--- config.mk ---
export PLATFORM = sky130hd
export DESIGN_NAME = regbank_wb_arbiter_flat
export DESIGN_NICKNAME = d
export VERILOG_FILES = /design/src/rtl/regbank_wb_arbiter_if.sv /design/src/rtl/regbank_wb_arbiter.sv /design/src/flat_wrapper.sv
export SDC_FILE = /design/constraint.sdc
export NUM_CORES = 1
export LEC_CHECK = 0
export BUFFER_PORTS_ARGS = -buffer_cell sky130_fd_sc_hd__buf_2
export CAP_MARGIN = 40
export CORE_ASPECT_RATIO = 0.75
export CORE_MARGIN = 8
export CORE_UTILIZATION = 45
export DETAILED_ROUTE_END_ITERATION = 8
export PLACE_DENSITY = 0.8
export SLEW_MARGIN = 10
export SYNTH_ARGS = -nofsm -noshare
export SYNTH_HDL_FRONTEND = slang
export SYNTH_SLANG_ARGS = --single-unit
--- constraint.sdc ---
create_clock -name clk -period 2.9 [get_ports clk]
set_input_delay 0.58 -clock clk [delete_from_list [all_inputs] [get_ports clk]]
set_output_delay 0.58 -clock clk [all_outputs]
set_load 0.01 [all_outputs]
--- src/rtl/regbank_wb_arbiter_if.sv ---
// Writeback bundle: ALU/load requesters, destination reservation and hazard check, bank write port.
interface regbank_wb_arbiter_if #(
  parameter int XLEN  = 32,
  parameter int NREGS = 32,
  parameter int AW    = 5
);
  logic            alu_valid;
  logic [AW-1:0]   alu_rd;
  logic [XLEN-1:0] alu_data;
  logic            alu_ready;

  logic            mem_valid;
  logic [AW-1:0]   mem_rd;
  logic [XLEN-1:0] mem_data;
  logic            mem_ready;

  logic            rsv_valid;
  logic [AW-1:0]   rsv_rd;
  logic [AW-1:0]   chk_rs1;
  logic [AW-1:0]   chk_rs2;
  logic            hazard;

  logic             reg_write;
  logic [AW-1:0]    rd;
  logic [XLEN-1:0]  write_data;
  logic [NREGS-1:0] pend_mask;

  modport slave (
    input  alu_valid, alu_rd, alu_data,
    output alu_ready,
    input  mem_valid, mem_rd, mem_data,
    output mem_ready,
    input  rsv_valid, rsv_rd, chk_rs1, chk_rs2,
    output hazard,
    output reg_write, rd, write_data, pend_mask
  );

  modport master (
    output alu_valid, alu_rd, alu_data,
    input  alu_ready,
    output mem_valid, mem_rd, mem_data,
    input  mem_ready,
    output rsv_valid, rsv_rd, chk_rs1, chk_rs2,
    input  hazard,
    input  reg_write, rd, write_data, pend_mask
  );
endinterface

--- src/rtl/regbank_wb_arbiter.sv ---
// Round-robin ALU/load writeback arbiter with one registered write stage and a pending-write scoreboard.
// Accept in N, bank write in N+1; ready is combinational from valids and the priority pointer.
module regbank_wb_arbiter #(
  parameter int XLEN  = 32,
  parameter int NREGS = 32,
  parameter int AW    = 5
) (
  input  logic               clk,
  input  logic               rst,
  regbank_wb_arbiter_if.slave bus
);

  typedef enum logic {
    PRI_ALU = 1'b0,
    PRI_MEM = 1'b1
  } pri_t;

  pri_t             pri_q;
  pri_t             pri_d;
  logic             grant_alu;
  logic             grant_mem;

  logic             wr_q;
  logic [AW-1:0]    rd_q;
  logic [XLEN-1:0]  data_q;
  logic             wr_out;

  logic [NREGS-1:0] pend_q;
  logic [NREGS-1:0] pend_set;
  logic [NREGS-1:0] pend_clr;

  // Priority pointer: state register
  always_ff @(posedge clk) begin
    if (rst) begin
      pri_q <= PRI_ALU;
    end else begin
      pri_q <= pri_d;
    end
  end

  // Priority pointer: next state, flips to the other side after any grant
  always_comb begin
    pri_d = pri_q;
    if (grant_alu) begin
      pri_d = PRI_MEM;
    end else if (grant_mem) begin
      pri_d = PRI_ALU;
    end
  end

  // Grant outputs; nothing is accepted while reset is asserted
  always_comb begin
    grant_alu = 1'b0;
    grant_mem = 1'b0;
    if (!rst) begin
      grant_alu = bus.alu_valid && (!bus.mem_valid || pri_q == PRI_ALU);
      grant_mem = bus.mem_valid && (!bus.alu_valid || pri_q == PRI_MEM);
    end
  end

  assign bus.alu_ready = grant_alu;
  assign bus.mem_ready = grant_mem;

  // Write stage; rd=0 requests are consumed without producing a bank write
  always_ff @(posedge clk) begin
    if (rst) begin
      wr_q   <= 1'b0;
      rd_q   <= '0;
      data_q <= '0;
    end else begin
      wr_q <= 1'b0;
      if (grant_alu && bus.alu_rd != '0) begin
        wr_q   <= 1'b1;
        rd_q   <= bus.alu_rd;
        data_q <= bus.alu_data;
      end else if (grant_mem && bus.mem_rd != '0) begin
        wr_q   <= 1'b1;
        rd_q   <= bus.mem_rd;
        data_q <= bus.mem_data;
      end
    end
  end

  // A write still in the stage when reset arrives is dropped, not retired
  assign wr_out = wr_q & ~rst;

  assign bus.reg_write  = wr_out;
  assign bus.rd         = rd_q;
  assign bus.write_data = data_q;

  always_comb begin
    pend_set = '0;
    pend_clr = '0;
    if (bus.rsv_valid) begin
      pend_set[bus.rsv_rd] = 1'b1;
    end
    if (wr_out) begin
      pend_clr[rd_q] = 1'b1;
    end
    pend_set[0] = 1'b0;
  end

  // Set after clear so a new reservation survives the retiring write
  always_ff @(posedge clk) begin
    if (rst) begin
      pend_q <= '0;
    end else begin
      pend_q <= (pend_q & ~pend_clr) | pend_set;
    end
  end

  assign bus.pend_mask = pend_q;
  assign bus.hazard    = pend_q[bus.chk_rs1] | pend_q[bus.chk_rs2];

endmodule

--- src/flat_wrapper.sv ---
// flat-port wrapper written by rule: the top's interface ports become plain ports
module regbank_wb_arbiter_flat 
#(
  parameter int XLEN  = 32,
  parameter int NREGS = 32,
  parameter int AW    = 5
)
  (clk, rst, bus_alu_valid, bus_alu_rd, bus_alu_data, bus_alu_ready, bus_mem_valid, bus_mem_rd, bus_mem_data, bus_mem_ready, bus_rsv_valid, bus_rsv_rd, bus_chk_rs1, bus_chk_rs2, bus_hazard, bus_reg_write, bus_rd, bus_write_data, bus_pend_mask);
  regbank_wb_arbiter_if #(.XLEN(XLEN), .NREGS(NREGS), .AW(AW)) bus_i ();
  input  logic clk;
  input  logic rst;
  input wire logic [$bits(bus_i.alu_valid)-1:0] bus_alu_valid;
  input wire logic [$bits(bus_i.alu_rd)-1:0] bus_alu_rd;
  input wire logic [$bits(bus_i.alu_data)-1:0] bus_alu_data;
  output wire logic [$bits(bus_i.alu_ready)-1:0] bus_alu_ready;
  input wire logic [$bits(bus_i.mem_valid)-1:0] bus_mem_valid;
  input wire logic [$bits(bus_i.mem_rd)-1:0] bus_mem_rd;
  input wire logic [$bits(bus_i.mem_data)-1:0] bus_mem_data;
  output wire logic [$bits(bus_i.mem_ready)-1:0] bus_mem_ready;
  input wire logic [$bits(bus_i.rsv_valid)-1:0] bus_rsv_valid;
  input wire logic [$bits(bus_i.rsv_rd)-1:0] bus_rsv_rd;
  input wire logic [$bits(bus_i.chk_rs1)-1:0] bus_chk_rs1;
  input wire logic [$bits(bus_i.chk_rs2)-1:0] bus_chk_rs2;
  output wire logic [$bits(bus_i.hazard)-1:0] bus_hazard;
  output wire logic [$bits(bus_i.reg_write)-1:0] bus_reg_write;
  output wire logic [$bits(bus_i.rd)-1:0] bus_rd;
  output wire logic [$bits(bus_i.write_data)-1:0] bus_write_data;
  output wire logic [$bits(bus_i.pend_mask)-1:0] bus_pend_mask;
  assign bus_i.alu_valid = bus_alu_valid;
  assign bus_i.alu_rd = bus_alu_rd;
  assign bus_i.alu_data = bus_alu_data;
  assign bus_alu_ready = bus_i.alu_ready;
  assign bus_i.mem_valid = bus_mem_valid;
  assign bus_i.mem_rd = bus_mem_rd;
  assign bus_i.mem_data = bus_mem_data;
  assign bus_mem_ready = bus_i.mem_ready;
  assign bus_i.rsv_valid = bus_rsv_valid;
  assign bus_i.rsv_rd = bus_rsv_rd;
  assign bus_i.chk_rs1 = bus_chk_rs1;
  assign bus_i.chk_rs2 = bus_chk_rs2;
  assign bus_hazard = bus_i.hazard;
  assign bus_reg_write = bus_i.reg_write;
  assign bus_rd = bus_i.rd;
  assign bus_write_data = bus_i.write_data;
  assign bus_pend_mask = bus_i.pend_mask;
  regbank_wb_arbiter #(.XLEN(XLEN), .NREGS(NREGS), .AW(AW)) u_core (.clk(clk), .rst(rst), .bus(bus_i));
endmodule
==> results.md <==
- Number of H-tree levels: 3
- Final hold violation count: 0
- Placer Congestion: ~0.95
- Worst skew pair latency: between 300 and 400 ps
- Min-Delay Endpoint: u_core.bus.rd[4]
- Crit path buf inv count: 2
- GRT Total Usage: 21.1%
- Hold Path Depth: 3
- Slew HR: a little under half
- Status: completed
- Area grow syn2layout: 28.9%
- Max Cap Violations: 0
- Num CTS Buffers: 9
- Setup Skew: between 10 and 15 ps
- I/O pins: about 170
- Vias in the first global route: about 3700
- DRC: 0
- CP endpoint kind: primary output
- # rows: 28
- CP Max Fanout: 13
- Vias post-DR: between 3000 and 4000
- Final Max Slew Viols: 0
- Post-synth EDFFs: 0
- First-pass GRT wire length: between 15000 and 20000 um
- Setup TNS: 0 ps
- Sequential cell area fraction in the yosys report: between 30% and 40%
- Actual slew at the worst max-slew pin: about 790 ps
- Unrepaired setup endpoints after global routing: false
- PortBufs: around 170
- Yosys cell types: 42
- WL final: around 12000 um
- Layout cell share with drive strength beyond 1: between 30% and 40%
- RR Startpoint: u_core.pri_q
- Largest net degree at the start of global routing: around 70
- Hold Crit Class: in2reg
- Synth Instances: between 400 and 500
- CP max stage delay: roughly 530 ps
- Clk slew on worst S/H paths: 80 ps
- Critical path cell sequence: buf_2, mux4_2, nand3b_1, nand4_1, a311oi_1, nand4_1, buf_2
- Yosys reg bits: 71
- YS warnings: 0
- GRT overflow: 0
- Detailed placement HPWL: about 9300 um
- Fillers: approximately 710
- Setup CP Type: in2out
- Peak Freq: approximately 370 MHz
- Post-layout util: 59.7%
- Family with the most delay on the worst path: multiplexers
- Final ANT Viol Nets: 0
- Die height: 94.0 um
- DRT Pass-1 Iters: 5
- Worst reg2reg endpoint: u_core.bus.write_data[28]
- Period Utilization, post-route: 92.3%
- PwrDens: roughly 470 mW/mm^2
- Multi-input logic area: roughly 0.0021 sq mm
- Hold Crit Start: bus_alu_rd[4]
- Initial Util: between 40% and 50%
- Post CTS Setup Buffer Count: 0
- Clock buffer depth: 2
- Most used DFF post-synth: dfxtp_1
- Root Buffer: clkbuf_8
- R2R Setup Slk: ~690 ps
- Sequential Area: around 0.0014 sq mm
- Iteration-0 DRC Markers: 398
- R2R depth: 6
- Peak VDD IR: ~0.23 mV
- Inserted Diodes: 0
- Syn Nets: 502
- P_leak: between 0.002 and 0.0025 uW
- Core box area: 0.00788 sq mm
- Final setup violation count: 0
- CTS Sinks: between 70 and 80
- Crit path arrival time: 2100 ps
- Area of the mapped netlist: approximately 0.0037 sq mm
- Vias per std cell: 5.66
- CTS tree: done
- Total die area: around 0.011 sq mm
- Initial antenna violation count: 0
- Hold Worst Slack: around 500 ps
- DR WL/cell: 18.1 um
- Nets: roughly 660
- Synth Area per Inst: approximately 9.0 sq um
- Async SR Flop Fraction: 0%
- Final min period: around 2700 ps
- Setup crit start kind: input port
- Worst endpoint required time: 2320 ps
- Max stage delay cell, worst path: mux4_2
- Die Wd: between 100 and 150 um
[Yosys cell counts, types with 2 or more instances]
cell,number,area share (%)
a21oi_1,34,4.7
a211oi_1,36,7.4
mux2i_1,37,10
buf_1,3,0.31
nor3_1,4,0.55
nand3_1,4,0.55
inv_1,3,0.31
nand2_1,44,4.5
or3b_2,3,0.72
nor2b_1,6,1.0
dfxtp_1,71,39
nor3b_1,6,1.2
clkbuf_1,14,1.4
buf_2,5,0.69
and3b_1,2,0.48
nand4_1,3,0.51
mux2_2,3,0.92
nand3b_1,7,1.4
buf_4,6,1.2
a311oi_1,6,1.4
mux4_2,11,6.8
nand2b_1,5,0.86
o21ai_0,33,4.5
nor2_1,43,4.4
and3_1,2,0.34
[state kept, by name (all words and copies together), names as in the netlist]
register	flops
u_core.bus.pend_mask	32
u_core.bus.rd	5
u_core.bus.write_data	32
u_core.pri_q	1
u_core.wr_q	1
[per-layer routing]
metal  routed length (um)  part of all wire [%]  GRT usage, %
met1                 5090                    42          26.3
met2                 5700                    47          33.8
met3                 1100                   9.0          6.19
met4                  289                   2.4          8.50
met5                    0                     0             0
[area by class of cell]
type / count / share of cell area [%]
clock buffers: 9 / 2.63
multi-input cells: 305 / 44.1
clock inverters: 7 / 1.57
flip-flops and latches: 71 / 30.2
well taps: 105 / 2.79
repair buffers: 171 / 18.5
inverters: 3 / 0.239
[what timing repair did]
action,in CTS,in global routing
endpoints found under the setup margin,0,1
hold buffers,0,0
gates resized for setup,0,1
[worst max-delay path by stage]
stage / to / startpoint / depth (start not counted)
final: bus_hazard / bus_chk_rs2[2] / 7
after global routing: bus_hazard / bus_chk_rs2[2] / 7
after CTS: bus_hazard / bus_chk_rs1[0] / 7
after detailed placement: bus_hazard / bus_chk_rs1[0] / 7
after global placement: bus_hazard / bus_chk_rs1[0] / 7
after floorplan: bus_hazard / bus_chk_rs1[1] / 6
[layout by cell type (no fill, tap or decap), types with 6 or more instances in the layout]
cell / n
nor3b_1: 6
a311oi_1: 6
mux4_2: 11
buf_2: 165
mux2i_1: 37
nand3b_1: 7
nand2_1: 44
o21ai_0: 33
clkbuf_8: 9
a211oi_1: 36
dfxtp_1: 71
nor2b_1: 6
nor2_1: 43
a21oi_1: 34
[report_power, final]
part           internal, uW  switching, uW
clock                   396            388
combinational           173            212
sequential             1030           38.0
total                  1600            638
[worst min-delay path, cell delays in order]
cell,delay (ps)
buf_2,100
nand2_1,50
a211oi_1,60
[cell families (layout without fill, tap and decap cells)]
group	after synthesis	in the layout	synth area share, %
buf+inv	32	190	4.28
compound gates	116	116	19.9
simple gates	138	138	19.0
flops	71	71	38.9
mux	51	51	17.8
[per-stage QoR]
| stage | area [sq um] | power (uW) | std cells | setup WS (ps) |
|---|---|---|---|---|
| 3_3_place_gp | 4510 | 1460 | 655 | 207 |
| 6_report | 4710 | 2230 | 671 | 224 |
| 3_5_place_dp | 4510 | 1470 | 655 | 187 |
| 2_1_floorplan | 3650 | 1300 | 408 | 406 |
| 5_1_grt | 4710 | 2330 | 671 | 33.8 |
| 4_1_cts | 4700 | 2250 | 671 | 182 |
Note: power is estimated with default switching activity, not from simulation.
